<file path="src/rtl/psum_acc_core_pkg.sv">
// Shared definitions for the partial-sum accumulator: FSM states and default sizing.
package psum_acc_core_pkg;

    localparam int DEF_COL     = 8;
    localparam int DEF_PSUM_BW = 16;
    localparam int DEF_DEPTH   = 16;

    typedef enum logic [1:0] {
        IDLE  = 2'd0,
        ACCUM = 2'd1,
        DRAIN = 2'd2,
        DONE  = 2'd3
    } state_e;

endpackage

</file>
<file path="src/rtl/psum_acc_core_sat_add.sv">
// One column of the accumulator: signed add that clamps to the representable range.
module sat_add #(
    parameter int psum_bw = 16
) (
    input  logic [psum_bw-1:0] a_i,
    input  logic [psum_bw-1:0] b_i,
    output logic [psum_bw-1:0] sum_o,
    output logic               ovf_o
);

    logic [psum_bw:0] sum_full;

    // One guard bit: overflow shows up as a disagreement between the guard and the sign bit.
    assign sum_full = {a_i[psum_bw-1], a_i} + {b_i[psum_bw-1], b_i};
    assign ovf_o    = sum_full[psum_bw] ^ sum_full[psum_bw-1];

    always_comb begin
        sum_o = sum_full[psum_bw-1:0];
        if (ovf_o) begin
            sum_o = sum_full[psum_bw] ? {1'b1, {(psum_bw-1){1'b0}}}
                                      : {1'b0, {(psum_bw-1){1'b1}}};
        end
    end

endmodule

</file>
<file path="src/rtl/psum_acc_core.sv">
// Multi-pass partial-sum accumulator: sums OFIFO vectors into a flop array, then drains them.
module psum_acc_core
    import psum_acc_core_pkg::*;
#(
    parameter int col     = DEF_COL,
    parameter int psum_bw = DEF_PSUM_BW,
    parameter int depth   = DEF_DEPTH
) (
    input  logic                     clk,
    input  logic                     reset,
    input  logic                     start,
    input  logic [$clog2(depth):0]   cfg_len,
    input  logic [3:0]               cfg_passes,
    input  logic                     cfg_relu,
    input  logic                     in_valid,
    output logic                     in_ready,
    input  logic [col*psum_bw-1:0]   in_data,
    output logic                     out_valid,
    input  logic                     out_ready,
    output logic [col*psum_bw-1:0]   out_data,
    output logic                     busy,
    output logic                     done,
    output logic                     sat_flag
);

    localparam int aw = $clog2(depth) + 1;
    localparam int iw = (depth > 1) ? $clog2(depth) : 1;
    localparam int vw = col * psum_bw;

    state_e          state_q, state_d;
    logic [aw-1:0]   len_q, len_d, ptr_q, ptr_d, rd_ptr_q, rd_ptr_d;
    logic [3:0]      passes_q, passes_d, pass_q, pass_d;
    logic            relu_q, relu_d, sat_q, sat_d;
    logic [vw-1:0]   mem_q [depth];
    logic [vw-1:0]   acc_sum, wr_data, rd_vec;
    logic [col-1:0]  col_ovf;
    logic [aw-1:0]   len_clamped;
    logic            xfer, last_vec, last_pass, rd_hs, rd_last;

    assign len_clamped = (cfg_len > aw'(depth)) ? aw'(depth) : cfg_len;
    assign xfer        = in_valid && (state_q == ACCUM);
    assign rd_hs       = out_ready && (state_q == DRAIN);
    assign last_vec    = (ptr_q == len_q - aw'(1));
    assign last_pass   = (pass_q == passes_q - 4'd1);
    assign rd_last     = (rd_ptr_q == len_q - aw'(1));
    assign rd_vec      = mem_q[rd_ptr_q[iw-1:0]];

    for (genvar c = 0; c < col; c++) begin : g_col
        sat_add #(.psum_bw(psum_bw)) u_sat_add (
            .a_i   (mem_q[ptr_q[iw-1:0]][c*psum_bw +: psum_bw]),
            .b_i   (in_data[c*psum_bw +: psum_bw]),
            .sum_o (acc_sum[c*psum_bw +: psum_bw]),
            .ovf_o (col_ovf[c])
        );
    end

    // Pass 0 overwrites, so stale contents from a previous job or reset never leak in.
    assign wr_data = (pass_q == 4'd0) ? in_data : acc_sum;

    always_ff @(posedge clk) begin
        if (xfer) begin
            mem_q[ptr_q[iw-1:0]] <= wr_data;
        end
    end

    always_ff @(posedge clk or negedge reset) begin
        if (!reset) begin
            state_q  <= IDLE;
            len_q    <= '0;
            passes_q <= '0;
            relu_q   <= 1'b0;
            ptr_q    <= '0;
            pass_q   <= '0;
            rd_ptr_q <= '0;
            sat_q    <= 1'b0;
        end else begin
            state_q  <= state_d;
            len_q    <= len_d;
            passes_q <= passes_d;
            relu_q   <= relu_d;
            ptr_q    <= ptr_d;
            pass_q   <= pass_d;
            rd_ptr_q <= rd_ptr_d;
            sat_q    <= sat_d;
        end
    end

    always_comb begin
        state_d = state_q;
        case (state_q)
            IDLE:    if (start) state_d = (cfg_len == '0 || cfg_passes == 4'd0) ? DONE : ACCUM;
            ACCUM:   if (xfer && last_vec && last_pass) state_d = DRAIN;
            DRAIN:   if (rd_hs && rd_last) state_d = DONE;
            DONE:    state_d = IDLE;
            default: state_d = IDLE;
        endcase
    end

    always_comb begin
        len_d    = len_q;
        passes_d = passes_q;
        relu_d   = relu_q;
        ptr_d    = ptr_q;
        pass_d   = pass_q;
        rd_ptr_d = rd_ptr_q;
        sat_d    = sat_q;
        case (state_q)
            IDLE: begin
                if (start) begin
                    len_d    = len_clamped;
                    passes_d = cfg_passes;
                    relu_d   = cfg_relu;
                    ptr_d    = '0;
                    pass_d   = '0;
                    rd_ptr_d = '0;
                    sat_d    = 1'b0;
                end
            end
            ACCUM: begin
                if (xfer) begin
                    if (pass_q != 4'd0) sat_d = sat_q | (|col_ovf);
                    if (last_vec) begin
                        ptr_d  = '0;
                        pass_d = pass_q + 4'd1;
                        if (last_pass) rd_ptr_d = '0;
                    end else begin
                        ptr_d = ptr_q + aw'(1);
                    end
                end
            end
            DRAIN: begin
                if (rd_hs) rd_ptr_d = rd_ptr_q + aw'(1);
            end
            default: ;
        endcase
    end

    always_comb begin
        in_ready  = (state_q == ACCUM);
        out_valid = (state_q == DRAIN);
        busy      = (state_q != IDLE);
        done      = (state_q == DONE);
        sat_flag  = sat_q;
        out_data  = '0;
        if (state_q == DRAIN) begin
            out_data = rd_vec;
            if (relu_q) begin
                for (int c = 0; c < col; c++) begin
                    if (rd_vec[c*psum_bw + psum_bw - 1]) out_data[c*psum_bw +: psum_bw] = '0;
                end
            end
        end
    end

endmodule

</file>
<file path="config.mk">
export PLATFORM = sky130hd
export DESIGN_NAME = psum_acc_core
export DESIGN_NICKNAME = d
export VERILOG_FILES = /design/src/rtl/psum_acc_core_pkg.sv /design/src/rtl/psum_acc_core_sat_add.sv /design/src/rtl/psum_acc_core.sv
export SDC_FILE = /design/constraint.sdc
export NUM_CORES = 2
export LEC_CHECK = 0
export ABC_AREA = 1
export CAP_MARGIN = 25
export CORE_MARGIN = 2
export CORE_UTILIZATION = 30
export CTS_CLUSTER_DIAMETER = 50
export DETAILED_ROUTE_END_ITERATION = 10
export HOLD_SLACK_MARGIN = 0.05
export SETUP_SLACK_MARGIN = 0.4
export SYNTH_ARGS = -nofsm -noshare
export SYNTH_HDL_FRONTEND = slang
export SYNTH_SLANG_ARGS = --single-unit
export TNS_END_PERCENT = 30
</file>
<file path="constraint.sdc">
create_clock -name clk -period 11.2 [get_ports clk]
set_clock_uncertainty 0.1 [all_clocks]
set_input_delay 2.24 -clock clk [delete_from_list [all_inputs] [get_ports clk]]
set_output_delay 2.24 -clock clk [all_outputs]
set_load 0.03 [all_outputs]
</file>
== Yosys cells after proc, flatten, opt, wreduce, memory -nomap -nowiden ==
Memory sizes are Yosys's and may differ from the RTL's.
Cells that the tools add are included.
Operators by class
  add/subtract/negate cells: 13
  magnitude comparators: 1
  eq/ne operators: 14
  muxes and demuxes: 52
  bitwise logic cells: 9
  reduce and logical (&&, ||, !) cells: 21
Operators by type and width (count)
  2-to-1 mux 128 bit: 3
  2-to-1 mux 16 bit: 16
  adder 16 x 16 -> 17 bit: 8
  2-to-1 mux 15 bit: 8
  2-to-1 mux 5 bit: 8
  one-hot mux 5 bit (3 select lines): 1
  inequality test 2 x 1 -> 1 bit, second input constant: 7
  2-to-1 mux 4 bit: 3
  adder 5 x 1 -> 5 bit, second input constant: 2
  equality test 5 bit: 2
  one-hot mux 5 bit (2 select lines): 1
  logical NOT 4 bit: 2
  2-to-1 mux 2 bit: 4
  one-hot mux 2 bit (4 select lines): 1
  one-hot mux 4 bit (2 select lines): 1
  AND reduction 4 bit: 2
  OR reduction 8 bit: 1
  XOR 1 bit: 8
  AND reduction 3 bit: 2
  AND reduction 6 bit: 1
  > comparator 5 bit, second input constant: 1
  logical AND 1 bit: 5
  logical NOT 5 bit: 1
  2-to-1 mux 1 bit: 5
  other kinds (15): 17
Storage, ports and cells
  bits in registers: 27
  memory bits (writable): 2048
  word-level logic and storage cells: 119
  memories kept: 1
Memories
  mem_q: words 16, width 128, rd ports 2, clocked after Yosys merged registers in 0, wr ports 1, line psum_acc_core.sv:34  | logic [vw-1:0] mem_q [depth];

== Depth between registers and ports, before layout ==
An unclocked memory read counts as a cell.
  depth in word-level cells: 8
  gate-level depth with buffers: 28

== By module ==
From an unflattened synthesis, not the netlist that was laid out.
Unflattened totals
  cell total of the unflattened synthesis: 12131
  area total of the unflattened synthesis: 110043.0 um2
Modules (own cells, without submodules)
  psum_acc_core: instances 1, cells each 10627, area an instance 101705.0 um2, seq. area each 62174.6 um2
  sat_add: instances 8, cells each 188, area an instance 1042.2 um2, seq. area each 0.0 um2

== Worst setup path after synthesis ==
OpenSTA, ideal clock, no wires.
  path type: in2reg
  start point: in in_valid
  end point: mem mem_q[0][0] (netlist name) (enable)
  data arrival time: 7.815 ns
  path slack: 2.668 ns
  cell stages on the path: 4
  buffers on the path: 0
  cell sequence: nand2_1 -> inv_1 -> nand2_1 -> nor2_1
On the way
  cells in the longest elaborated chain, start to end: 3
Ends and longest elaborated chain
  from (decl): line psum_acc_core.sv:15  | input logic in_valid,
  logical AND 1 bit: line psum_acc_core.sv:41  | assign xfer = in_valid && (state_q == ACCUM);
  2-to-1 mux 1 bit: line psum_acc_core.sv:61  | if (xfer) begin
  2-to-1 mux 1 bit (implied by the code): line psum_acc_core.sv:62  | mem_q[ptr_q[iw-1:0]] <= wr_data;
  to (decl): line psum_acc_core.sv:34
No other way between the ends.

== Worst setup path in the final report ==
  start point: reg rd_ptr_q[0]
  end point: out out_data[57]
On the way
  cells in the longest elaborated chain, start to end: 4
Ends and longest elaborated chain
  from (decl): line psum_acc_core.sv:31  | logic [aw-1:0] len_q, len_d, ptr_q, ptr_d, rd_ptr_q, rd_ptr_d;
  from (signal assigned): line psum_acc_core.sv:83  | rd_ptr_q <= rd_ptr_d;
  memory read (16 x 128 bit) (*)
  2-to-1 mux 15 bit: line psum_acc_core.sv:149  | if (rd_vec[c*psum_bw + psum_bw - 1]) out_data[c*psum_bw +: psum_bw] = '0;
  2-to-1 mux 128 bit (*): line psum_acc_core.sv:147  | if (relu_q) begin
  2-to-1 mux 128 bit (*): line psum_acc_core.sv:145  | if (state_q == DRAIN) begin
  to (decl): line psum_acc_core.sv:20  | output logic [col*psum_bw-1:0] out_data,
Every way passes the cells marked *; elsewhere a longest branch is shown, timed or not.

==> out/qor.json <==
{
  "outcome": "finished clean",
  "holdWs_ns": 0.413,
  "yosys.cell_count.top_type": "sky130_fd_sc_hd__o21ai_0",
  "grt_pass1_wl_um": 548000,
  "post_synth_num_cell_types": 41,
  "syn2layout_area_growth_pct": 13.4,
  "postSynth.topFlopCell": "sky130_fd_sc_hd__edfxtp_1",
  "hpwlAfterDp_um": 205000,
  "worst_slew_margin_rel": 0.140,
  "postRouteAntennaNets": 0,
  "route.detailed.wl_per_inst_um": 22.8,
  "number_of_nets_produced_by_synthesis": 12000,
  "start_util": 0.302,
  "static_power_due_to_leakage_nw": 41.6,
  "setup-tns-final_ns": 0,
  "postCtsResizedCells": 0,
  "fillerInstances": 36000,
  "critical_path_class": "flip-flop to primary output",
  "gpl.final_weighted_congestion": 0.864,
  "max-cap-violations": 0,
  "vias": 89900,
  "rsz0062_at_grt": "no",
  "regArea_mm2": 0.0622,
  "clock_sinks": 2075,
  "post_synthesis_async_set_or_reset_flop_share": 0.0130,
  "die_area_mm2": 0.366,
  "setup_viol_count_final": 0,
  "syn_area_mm2": 0.108,
  "timing.critical_path.to_type": "primary output",
  "multi_input_comb_area_mm2": 0.0397,
  "share_of_cells_above_drive_strength_1": 0.0546,
  "drt-total-wl_um": 378000,
  "synth-seq-cells": 2075,
  "ctsHtreeMaxLevel": 4,
  "ioPinCount": 276,
  "worst_setup_hold_path_clk_slew_ns": 0.06,
  "post_synth.cell_area_avg_um2": 9.26,
  "vdd_drop_max_mv": 0.191,
  "timing.critical_path.from_type": "flip-flop",
  "viasPerCell": 5.44,
  "synth-edff-count": 2048,
  "fin_crit_sh": 0.749,
  "yosysTopAreaCellShare": 0.567,
  "grt_overflow_total": 0,
  "wl_met3_um": 31500,
  "coreArea_mm2": 0.359,
  "clk_root_buf": "sky130_fd_sc_hd__clkbuf_16",
  "synth_cells": 11700,
  "wl_met1_um": 157000,
  "crit_arrival_ns": 6.05,
  "count_of_warnings_emitted_by_yosys": 0,
  "gr-usage-all-layers": 0.198,
  "hold_path_class": "flip-flop to flip-flop",
  "clock_buffer_depth": 4,
  "final-max-slew-violation-count": 0,
  "drt_iter0_drc": 10800,
  "tightestPinTransition_ns": 1.29,
  "worst-path-max-fanout": 106,
  "grt_start_max_net_pins": 234,
  "antenna_violations_before_repair": 29,
  "top_layer": "met5",
  "cell_types_with_the_largest_area_share_after_synthesis": "sky130_fd_sc_hd__edfxtp_1 57%, sky130_fd_sc_hd__o21ai_0 12%, sky130_fd_sc_hd__a21oi_1 5.7%, sky130_fd_sc_hd__nor2_1 5.4%, sky130_fd_sc_hd__nand2_1 4.0%",
  "drt_drc_violations_left": 0,
  "number_of_buffers_inserted_by_port_buffering": 275,
  "worstSkewPairLatency_ns": 0.91,
  "timing.reg2reg.worst_path_depth": 21,
  "post_synth_most_frequent_cells": "2608 x sky130_fd_sc_hd__o21ai_0, 2048 x sky130_fd_sc_hd__edfxtp_1, 1573 x sky130_fd_sc_hd__nor2_1",
  "fmax_mhz": 119,
  "firstDrtPassIters": 7,
  "worst_hold_depth": 2,
  "cts-buffers-inserted": 235,
  "hold_violation_total_from_the_final_report": 0,
  "final_period_minus_worst_setup_slack_ns": 8.39,
  "post-cts-setup-buffers": 0,
  "totalPowerFinal_mw": 36.5,
  "number_of_global_route_vias_before_repair": 83600,
  "number_of_rows_in_the_core_area": 220,
  "cts.hold.buffers_added": 0,
  "cp_data_required_time_ns": 8.86,
  "layout.nets": 11900,
  "detailroute.wirelength.met2_um": 172000,
  "seq_area_frac_synth": 0.574,
  "height_of_the_die_um": 605,
  "power.density_mw_per_mm2": 297,
  "synth_area_leader_cell": "sky130_fd_sc_hd__edfxtp_1",
  "cts_tree": "done",
  "die_w_um": 605
}
## state kept, by name (all words and copies together), names as in the netlist
register	flops
len_q	5
mem_q	2048
pass_q	4
passes_q	4
ptr_q	5
rd_ptr_q	5
relu_q	1
sat_flag	1
state_q	2
## final timing paths
| kind | startpoint | endpoint | slack [ns] |
|---|---|---|---|
| worst min-delay path | passes_q[3]$_DFFE_PN0P_ | passes_q[3]$_DFFE_PN0P_ | 0.41 |
| worst max register to register | ptr_q[0]$_DFFE_PN0P_ | mem_q[2][34]$_DFFE_PP_ | 3.35 |
| worst max-delay path | rd_ptr_q[0]$_DFFE_PN0P_ | out_data[57] | 2.81 |
| worst min register to register | passes_q[3]$_DFFE_PN0P_ | passes_q[3]$_DFFE_PN0P_ | 0.41 |
| max in group asynchronous | reset | rd_ptr_q[1]$_DFFE_PN0P_ | 9.06 |
| min in group asynchronous | reset | ptr_q[0]$_DFFE_PN0P_ | 1.32 |
## per-layer routing
metal,track usage,vias to the layer above
met3,0.0301,791
met1,0.262,43500
met5,0,-
met2,0.321,4135
li1,-,41400
met4,0.0849,32
## layout by cell type, fill, tap and decap left out, drive strengths merged
cell type and instances:
fa 8, dfrtp 27, a31oi 145, and3 2
o211ai 17, a21boi 5, edfxtp 2048, inv 731
o31ai 8, clkinvlp 17, xor2 45, a22o 121
and2 3, nand4 142, diode 5, bufinv 19
ha 156, clkbuf 267, o21a 3, nor3 46
a21o 14, nand2 1144, clkinv 101, nand3 163
nand3b 9, a21oi 1241, buf 206, o22ai 4
xnor2 13, clkdlybuf4s50 274, o21ai 3168, o21bai 10
nor2 1573, or2 18, nor4 2
## final cells by class
| class | instances | area share |
|---|---|---|
| Multi-Input combinational cell | 8060 | 0.323 |
| Antenna cell | 5 | 0.000102 |
| Timing Repair Buffer | 481 | 0.0387 |
| Sequential cell | 2075 | 0.506 |
| Tap cell | 4773 | 0.0486 |
| Clock inverter | 159 | 0.0118 |
| Inverter | 709 | 0.0221 |
| Clock buffer | 266 | 0.0493 |
## logic make-up after synthesis
logic type / after synthesis / share of synthesized area
XOR/XNOR: 58 / 0.00469
buffers and inverters: 1574 / 0.0616
adder cells (fa/ha/maj): 164 / 0.0195
AO/OA/AOI/OAI: 4736 / 0.226
flip-flops: 2075 / 0.574
AND/OR/NAND/NOR: 3102 / 0.114
## stage by stage
stage	util	setup WS (ns)	instances	area [µm²]
2_1_floorplan	-	2.67	11700	108000
3_3_place_gp	0.320	3.47	16100	115000
3_5_place_dp	0.321	3.32	16100	115000
4_1_cts	0.342	2.88	16500	123000
5_1_grt	0.342	2.50	16500	123000
6_report	0.342	2.81	16500	123000
## worst max-delay path, cell delays in order (launching register included)
cell and delay [ns]:
sky130_fd_sc_hd__dfrtp_4 0.90, sky130_fd_sc_hd__buf_4 0.70, sky130_fd_sc_hd__buf_4 0.85, sky130_fd_sc_hd__buf_4 0.78
sky130_fd_sc_hd__a21oi_1 0.16, sky130_fd_sc_hd__o21ai_1 0.13, sky130_fd_sc_hd__o21ai_1 0.08, sky130_fd_sc_hd__o21ai_0 0.18
sky130_fd_sc_hd__a31oi_1 0.07, sky130_fd_sc_hd__nor2_1 0.42, sky130_fd_sc_hd__nor2_1 0.10, sky130_fd_sc_hd__clkdlybuf4s50_1 0.61
## where the power goes
| group | total [mW] | switching, mW | leakage [nW] | internal [mW] |
|---|---|---|---|---|
| Clock | 7.58 | 3.25 | 3.66 | 4.34 |
| Combinational | 17.1 | 12.5 | 19.2 | 4.60 |
| Sequential | 11.8 | 0.189 | 18.8 | 11.6 |
Power figures use the tool's default switching activity.
